File: src/rtl/vga_timing_gen.sv
// vga_timing_gen: parametrised VGA timing generator with pixel strobe, sync/blank decode and gated RGB
// Optional build macro: VGA_TEST_PATTERN_EN adds pattern_sel and an 8-bar colour test pattern.
// Ports:
//   clk, reset (sync, active-low), v_enable (low freezes the generator)
//   r_in/g_in/b_in       pixel source colour, presented one pixel ahead
//   R/G/B                gated colour, zero outside the visible area
//   horiz_sync/vert_sync sync pulses with HS_POL/VS_POL asserted level
//   pix_tick             one-clk pixel strobe every CLK_DIV enabled clks
//   display              visible-area flag
//   horiz_count/vert_count current pixel column / line
//   frame_start/line_end one-clk markers on reaching (0,0) / last column
//   pattern_sel          (VGA_TEST_PATTERN_EN only) selects the colour-bar pattern
module vga_timing_gen #(
  parameter int CLK_DIV = 2,
  parameter int H_ACTIVE = 640,
  parameter int H_FP = 16,
  parameter int H_SYNC = 96,
  parameter int H_BP = 48,
  parameter int V_ACTIVE = 480,
  parameter int V_FP = 10,
  parameter int V_SYNC = 2,
  parameter int V_BP = 33,
  parameter bit HS_POL = 1'b0,
  parameter bit VS_POL = 1'b0,
  parameter int COLOR_W = 3,
  parameter int CNT_W = 16
) (
  input  logic               clk,
  input  logic               reset,
  input  logic               v_enable,
`ifdef VGA_TEST_PATTERN_EN
  input  logic               pattern_sel,
`endif
  input  logic [COLOR_W-1:0] r_in,
  input  logic [COLOR_W-1:0] g_in,
  input  logic [COLOR_W-1:0] b_in,
  output logic [COLOR_W-1:0] R,
  output logic [COLOR_W-1:0] G,
  output logic [COLOR_W-1:0] B,
  output logic               horiz_sync,
  output logic               vert_sync,
  output logic               pix_tick,
  output logic               display,
  output logic [CNT_W-1:0]   horiz_count,
  output logic [CNT_W-1:0]   vert_count,
  output logic               frame_start,
  output logic               line_end
);
  localparam int DW = CLK_DIV > 1 ? $clog2(CLK_DIV) : 1;
  localparam logic [DW-1:0] DIV_MAX = DW'(CLK_DIV - 1);
  localparam logic [CNT_W-1:0] H_LAST = CNT_W'(H_ACTIVE + H_FP + H_SYNC + H_BP - 1);
  localparam logic [CNT_W-1:0] V_LAST = CNT_W'(V_ACTIVE + V_FP + V_SYNC + V_BP - 1);
  localparam logic [CNT_W-1:0] H_ACT = CNT_W'(H_ACTIVE);
  localparam logic [CNT_W-1:0] V_ACT = CNT_W'(V_ACTIVE);
  localparam logic [CNT_W-1:0] H_SS = CNT_W'(H_ACTIVE + H_FP);
  localparam logic [CNT_W-1:0] H_SE = CNT_W'(H_ACTIVE + H_FP + H_SYNC);
  localparam logic [CNT_W-1:0] V_SS = CNT_W'(V_ACTIVE + V_FP);
  localparam logic [CNT_W-1:0] V_SE = CNT_W'(V_ACTIVE + V_FP + V_SYNC);
  logic [DW-1:0] div;
  logic tick, h_wrap, nd;
  logic [CNT_W-1:0] nh, nv;
  logic [COLOR_W-1:0] nr, ng, nb;
  // Everything registered on a tick is decoded from the post-tick counts so
  // that flags and colour always match the counts they are shown with.
  always_comb begin
    tick = v_enable && div == DIV_MAX;
    h_wrap = horiz_count == H_LAST;
    nh = h_wrap ? '0 : horiz_count + CNT_W'(1);
    nv = !h_wrap ? vert_count : vert_count == V_LAST ? '0 : vert_count + CNT_W'(1);
    nd = nh < H_ACT && nv < V_ACT;
  end
`ifdef VGA_TEST_PATTERN_EN
  localparam int BAR_W = H_ACTIVE / 8 > 0 ? H_ACTIVE / 8 : 1;
  logic [CNT_W-1:0] bar;
  logic [2:0] bc;
  // Bars run white..black left to right: colour code is 7 minus the bar index.
  always_comb begin
    bar = nh / CNT_W'(BAR_W);
    bc = 3'd7 - (bar > CNT_W'(7) ? 3'd7 : bar[2:0]);
    nr = pattern_sel ? {COLOR_W{bc[2]}} : r_in;
    ng = pattern_sel ? {COLOR_W{bc[1]}} : g_in;
    nb = pattern_sel ? {COLOR_W{bc[0]}} : b_in;
  end
`else
  always_comb begin
    nr = r_in;
    ng = g_in;
    nb = b_in;
  end
`endif
  always_ff @(posedge clk)
    if (!reset) begin
      div <= '0;
      pix_tick <= 1'b0;
      frame_start <= 1'b0;
      line_end <= 1'b0;
      horiz_count <= H_LAST;
      vert_count <= V_LAST;
      display <= 1'b0;
      horiz_sync <= ~HS_POL;
      vert_sync <= ~VS_POL;
      R <= '0;
      G <= '0;
      B <= '0;
    end else begin
      pix_tick <= tick;
      frame_start <= tick && nh == '0 && nv == '0;
      line_end <= tick && nh == H_LAST;
      if (v_enable) div <= tick ? '0 : div + DW'(1);
      if (tick) begin
        horiz_count <= nh;
        vert_count <= nv;
        display <= nd;
        horiz_sync <= (nh >= H_SS && nh < H_SE) ? HS_POL : ~HS_POL;
        vert_sync <= (nv >= V_SS && nv < V_SE) ? VS_POL : ~VS_POL;
        R <= nd ? nr : '0;
        G <= nd ? ng : '0;
        B <= nd ? nb : '0;
      end
    end
endmodule
File: config.mk
export PLATFORM = sky130hd
export DESIGN_NAME = vga_timing_gen
export DESIGN_NICKNAME = d
export VERILOG_FILES = /design/src/rtl/vga_timing_gen.sv
export SDC_FILE = /design/constraint.sdc
export NUM_CORES = 1
export LEC_CHECK = 0
export CAP_MARGIN = 30
export CORE_MARGIN = 5
export CORE_UTILIZATION = 25
export CTS_BUF_LIST = sky130_fd_sc_hd__clkbuf_8 sky130_fd_sc_hd__clkbuf_16
export CTS_CLUSTER_SIZE = 14
export DETAILED_ROUTE_END_ITERATION = 7
export HOLD_SLACK_MARGIN = 0.05
export PLACE_DENSITY = 0.43
export SETUP_SLACK_MARGIN = 0.2
export SLEW_MARGIN = 20
export SYNTH_ARGS = -nofsm -noshare
export SYNTH_HDL_FRONTEND = slang
export SYNTH_SLANG_ARGS = --single-unit
File: constraint.sdc
create_clock -name clk -period 3.7 [get_ports clk]
set_input_delay 0.37 -clock clk [delete_from_list [all_inputs] [get_ports clk]]
set_output_delay 0.37 -clock clk [all_outputs]
set_load 0.02 [all_outputs]
Yosys cells after proc, flatten, opt, wreduce, memory -nomap -nowiden
Cells that the tools add are included.
Word-level totals
  bits of input ports: 12
  bits in registers: 48
Cells by class
  magnitude comparators: 6
  $add $sub $neg: 3
  eq/ne operators: 3
  reductions and logical operators: 9
  muxes and demuxes: 9
Operators by type and width (number)
  $eq 16x10->1 const B: 3
  $mux 16: 3
  $add 16x1->16 const B: 2
  $logic_not 16->1: 2
  $lt 16x10->1 const B: 2
  $lt 16x9->1 const B: 2
  $ge 16x10->1 const B: 1
  $ge 16x9->1 const B: 1
  $mux 3: 3
  $logic_and 1x1->1: 7
  $mux 1: 3
  $add 1x1->1 const B: 1

Longest topological paths before layout
  depth after elaboration: 6
  gate-level depth with buffers: 10
  mapped depth without buffers: 9

Worst setup path before layout
No wires, ideal clock.
  kind: register to register
  start: register horiz_count[0]
  end: register frame_start
  clock period less this slack: 2529 ps
  data required time: 3608 ps
  cell stages (with the launch flop): 9
  slack: 1171 ps
  data arrival time: 2437 ps
  path through: dfxtp_1 ha_1 nand4_1 clkbuf_1 nor4_1 xor2_1 a211oi_1 nand4_1 nor4_1
Between the ends
  longest elaborated chain between the ends: 5
Ends and longest elaborated chain
  from (decl): line 44  | output logic [CNT_W-1:0] horiz_count,
  from (signal assigned): line 111  | horiz_count <= nh;
  $add 16x1->16 or $eq 16x10->1 (tied branches): line 68, 67
  $mux 16: line 68  | nh = h_wrap ? '0 : horiz_count + CNT_W'(1);
  $logic_not 16->1: line 107  | frame_start <= tick && nh == '0 && nv == '0;
  $logic_and 1x1->1: line 107
  $logic_and 1x1->1 *: line 107
  to (signal assigned): line 95  | frame_start <= 1'b0;
  to (signal assigned): line 107
  to (decl): line 46  | output logic frame_start,
Every way passes the cells marked *; elsewhere a longest branch is shown, timed or not.
A chain may end at the register's enable or synchronous reset.

Final worst setup path
  start: register horiz_count[0]
  end: register B[1]
Between the ends
  longest elaborated chain between the ends: 5
Ends and longest elaborated chain
  $add 16x1->16 or $eq 16x10->1 (tied branches): line 68, 67
  $mux 16, on equally long branches: line 68, 69
  $lt 16x10->1 or $lt 16x9->1 (tied branches): line 70  | nd = nh < H_ACT && nv < V_ACT;
  $logic_and 1x1->1 *: line 70
  $mux 3 *: line 118  | B <= nd ? nb : '0;
  to (signal assigned): line 118
  to (decl): line 39  | output logic [COLOR_W-1:0] B,
Marked as above.

==> impl_metrics.prom <==
# TYPE chip_impl_metric gauge
chip_impl_info{name="worstSetupStartpointType",value="flip-flop"} 1
chip_impl_info{name="crit_path_end_kind",value="flip-flop"} 1
chip_impl_metric{name="tightestPinTransition",unit="ns"} 0.612
chip_impl_metric{name="cts_num_sinks",unit=""} 48
chip_impl_metric{name="postCtsSetupRepairBufs",unit=""} 0
chip_impl_metric{name="area_growth",unit="%"} 28.0
chip_impl_info{name="min_path_type",value="reg2reg"} 1
chip_impl_metric{name="worst-path-max-fanout",unit=""} 16
chip_impl_metric{name="synth_edf_count",unit=""} 0
chip_impl_metric{name="cts-hold-fix-buffers",unit=""} 0
chip_impl_metric{name="gp_congestion",unit=""} 0.833
chip_impl_metric{name="maxClockFrequency",unit="MHz"} 330
chip_impl_info{name="run_status",value="complete, no violations"} 1
chip_impl_metric{name="setup.reg_to_reg.worst_slack",unit="ns"} 0.67
chip_impl_info{name="critical_path_cell_list",value="ha_1 > nand3_1 > nor2_1 > nand2_2 > o21a_1 > a211oi_1 > nand4_2 > o21ai_0"} 1
chip_impl_metric{name="global_route.overflow_total",unit=""} 0
chip_impl_info{name="worstReg2RegStart",value="horiz_count[0]"} 1
chip_impl_info{name="cts_root_buf",value="sky130_fd_sc_hd__clkbuf_16"} 1
chip_impl_metric{name="via_count",unit=""} 3003
chip_impl_metric{name="synth.top_cell.area_share",unit=""} 0.326
chip_impl_metric{name="num-nets-final",unit=""} 455
chip_impl_metric{name="yosysUniqueCellTypes",unit=""} 57
chip_impl_metric{name="timing.final.max_slew_violations",unit=""} 0
chip_impl_info{name="critical_path.startpoint",value="horiz_count[0]"} 1
chip_impl_info{name="setup_repair_after_global_routing_missed_its_margin",value="false"} 1
chip_impl_metric{name="critPathMaxStageDelay",unit="ns"} 0.51
chip_impl_metric{name="number_of_detailed_routing_iterations_run_before_antenna_repair",unit=""} 4
chip_impl_info{name="synthFlopType",value="sky130_fd_sc_hd__dfxtp_1"} 1
chip_impl_metric{name="total_leakage_power",unit="µW"} 0.00134
chip_impl_metric{name="cap_violations",unit=""} 0
chip_impl_metric{name="postSynthNetCount",unit=""} 409
chip_impl_metric{name="final_period_minus_worst_setup_slack",unit="ns"} 3.03
chip_impl_metric{name="hpwlAfterDp",unit="µm"} 7040
chip_impl_metric{name="syn_area",unit="µm²"} 2950
chip_impl_metric{name="post_synth_inst_count",unit=""} 392
chip_impl_info{name="r2r_end",value="B[1]"} 1
chip_impl_metric{name="cts_buffer_depth",unit=""} 2
chip_impl_metric{name="die-width",unit="µm"} 119
chip_impl_metric{name="die_area",unit="µm²"} 14100
chip_impl_info{name="worst_path_max_delay_cell",value="sky130_fd_sc_hd__dfxtp_1"} 1
chip_impl_metric{name="core",unit="µm²"} 11500
chip_impl_metric{name="arrival",unit="ns"} 3.24
chip_impl_metric{name="wl",unit="µm"} 9580
chip_impl_metric{name="drc_errors",unit=""} 0
chip_impl_metric{name="synth-seq-cells",unit=""} 48
chip_impl_metric{name="number_of_antenna_violations_at_the_first_check_in_global_routing",unit=""} 0
chip_impl_metric{name="power_density",unit="nW/µm²"} 358
chip_impl_metric{name="insertion_delay",unit="ns"} 0.29
chip_impl_metric{name="drt-initial-drc-count",unit=""} 142
chip_impl_metric{name="final-hold-violation-count",unit=""} 0
chip_impl_metric{name="drt-vias-per-instance",unit=""} 5.17
chip_impl_metric{name="synthArstFlopShare",unit=""} 0
chip_impl_metric{name="rows",unit=""} 39
chip_impl_info{name="yosys.cell_count.top_type",value="sky130_fd_sc_hd__dfxtp_1"} 1
chip_impl_info{name="synth_area_leader_cell",value="sky130_fd_sc_hd__dfxtp_1"} 1
chip_impl_metric{name="synthesis.area_per_instance",unit="µm²"} 7.52
chip_impl_metric{name="worst_ep_required_time",unit="ns"} 3.90
chip_impl_metric{name="grt_pass1_vias",unit=""} 2901
chip_impl_metric{name="design.portCount",unit=""} 59
chip_impl_metric{name="ir_worst_vdd",unit="µV"} 157
chip_impl_metric{name="portBuffers",unit=""} 58
chip_impl_info{name="synthTopCellsByArea",value="sky130_fd_sc_hd__dfxtp_1 (33%), sky130_fd_sc_hd__nand2_1 (5.9%), sky130_fd_sc_hd__o21ai_0 (5.1%)"} 1
chip_impl_info{name="endpoint",value="B[1]"} 1
chip_impl_metric{name="pin_count_of_the_biggest_net_entering_global_routing",unit=""} 27
chip_impl_info{name="timing.setup.critical_path_class",value="reg2reg"} 1
chip_impl_metric{name="die_h",unit="µm"} 119
chip_impl_metric{name="ys_seq_area_frac",unit=""} 0.326
chip_impl_metric{name="setup_violations",unit=""} 0
chip_impl_metric{name="period_share",unit=""} 0.820
chip_impl_metric{name="final.setup.tns",unit="ns"} 0
chip_impl_metric{name="layout_cell_share_with_drive_strength_beyond_1",unit=""} 0.0502
chip_impl_metric{name="final.hold.worst_slack",unit="ns"} 0.452
chip_impl_metric{name="r2r_cells",unit=""} 8
chip_impl_metric{name="initial_utilization",unit=""} 0.257
chip_impl_metric{name="groute.usage.overall",unit=""} 0.135
chip_impl_info{name="cts_tree",value="built"} 1
chip_impl_metric{name="timing.slew.headroom",unit=""} 0.590
chip_impl_info{name="post_synth_most_frequent_cells",value="sky130_fd_sc_hd__dfxtp_1 (48), sky130_fd_sc_hd__nand2_1 (46), sky130_fd_sc_hd__nor2_1 (39)"} 1
chip_impl_metric{name="antenna_cells_inserted",unit=""} 0
chip_impl_metric{name="drt-wirelength-per-cell",unit="µm"} 16.5
chip_impl_metric{name="drtAntennaViolNets",unit=""} 0
chip_impl_metric{name="yosysWarnings",unit=""} 0
chip_impl_metric{name="cts.clk_slew.worst_paths",unit="ns"} 0.07
chip_impl_metric{name="first_pass_grt_wire_length",unit="µm"} 15800
chip_impl_metric{name="final_clock_skew",unit="ns"} 0.00713
chip_impl_metric{name="htree_levels",unit=""} 2
chip_impl_metric{name="cts-buffers-inserted",unit=""} 5
## placed cells by master (no fill, tap or decap), types with 6 or more instances in the layout
cell type and count:
sky130_fd_sc_hd__nand4_1 7, sky130_fd_sc_hd__nand2_1 45, sky130_fd_sc_hd__a21oi_1 24, sky130_fd_sc_hd__and3_1 10, sky130_fd_sc_hd__and4_1 9, sky130_fd_sc_hd__inv_1 18, sky130_fd_sc_hd__a211oi_1 6, sky130_fd_sc_hd__xor2_1 6
sky130_fd_sc_hd__o21ai_0 30, sky130_fd_sc_hd__nor3_1 17, sky130_fd_sc_hd__nor4_1 9, sky130_fd_sc_hd__nand3_1 23, sky130_fd_sc_hd__clkdlybuf4s50_1 58, sky130_fd_sc_hd__dfxtp_1 48, sky130_fd_sc_hd__xnor2_1 13, sky130_fd_sc_hd__nor2_1 39
## logic make-up (layout without fill, tap and decap cells)
group                    Yosys count  in the layout  synth area share
multiplexers                       4              4            0.0140
flip-flops                        48             48             0.326
AO/OA/AOI/OAI                     90             90             0.192
XOR/XNOR                          19             19            0.0565
buffers and inverters             42             88            0.0598
AND/OR/NAND/NOR                  184            184             0.330
adder cells (fa/ha/maj)            5              5            0.0212
## area by class of cell
type / instances / area [µm²]
Fill cell: 1245 / 7690
Multi-Input combinational cell: 302 / 1810
Sequential cell: 48 / 961
Timing Repair Buffer: 63 / 618
Tap cell: 143 / 179
Clock buffer: 5 / 125
Inverter: 18 / 67.6
Clock inverter: 2 / 8.76
## sequential cells by signal, indices dropped and copies added, names as in the netlist
signal       cells
horiz_count     16
G                3
line_end         1
frame_start      1
horiz_sync       1
display          1
B                3
div              1
vert_count      16
pix_tick         1
vert_sync        1
R                3
## worst min-delay path by stage
stage                  from       to  slack, ns  cells after the start
floorplan               div      div       0.50                      2
global placement    display  display       0.43                      2
detailed placement  display  display       0.44                      2
CTS                 display  display       0.45                      2
global route        display  display       0.46                      2
finish              display  display       0.45                      2
## per-stage QoR
stage / cells / instance area [µm²] / util / worst slack [ns] / power, µW
2_1_floorplan: 392 / 2950 / - / 1.17 / 802
3_3_place_gp: 574 / 3640 / 0.317 / 0.724 / 928
3_5_place_dp: 574 / 3640 / 0.317 / 0.536 / 927
4_1_cts: 581 / 3770 / 0.329 / 0.490 / 1370
5_1_grt: 581 / 3770 / 0.329 / 0.278 / 1420
6_report: 581 / 3770 / 0.329 / 0.665 / 1350
## worst max-delay path: cells and delay by family (launching register included)
kind / cells / cell delay (ns)
flip-flops: 1 / 0.51
AO/OA/AOI/OAI: 3 / 0.86
AND/OR/NAND/NOR: 4 / 1.22
adder cells (fa/ha/maj): 1 / 0.34
## what timing repair did
item | 4_1_cts | 5_1_grt
gates resized for setup | 0 | 1
endpoints found under the hold margin | 0 | 0
endpoints found under the setup margin | 0 | 10
## routing by layer
layer / global-route usage / vias to the layer above / routed length (µm)
met2: 0.222 / 61 / 4570
met5: 0 / - / 0
met3: 0.0239 / 6 / 382
met4: 0.0390 / 0 / 94
li1: - / 1522 / -
met1: 0.181 / 1414 / 4540
## report_power, final
part           switching (µW)  internal, µW
registers                33.6           533
clock network             189           243
logic                     226           127
(Power assumes the default switching activity.)
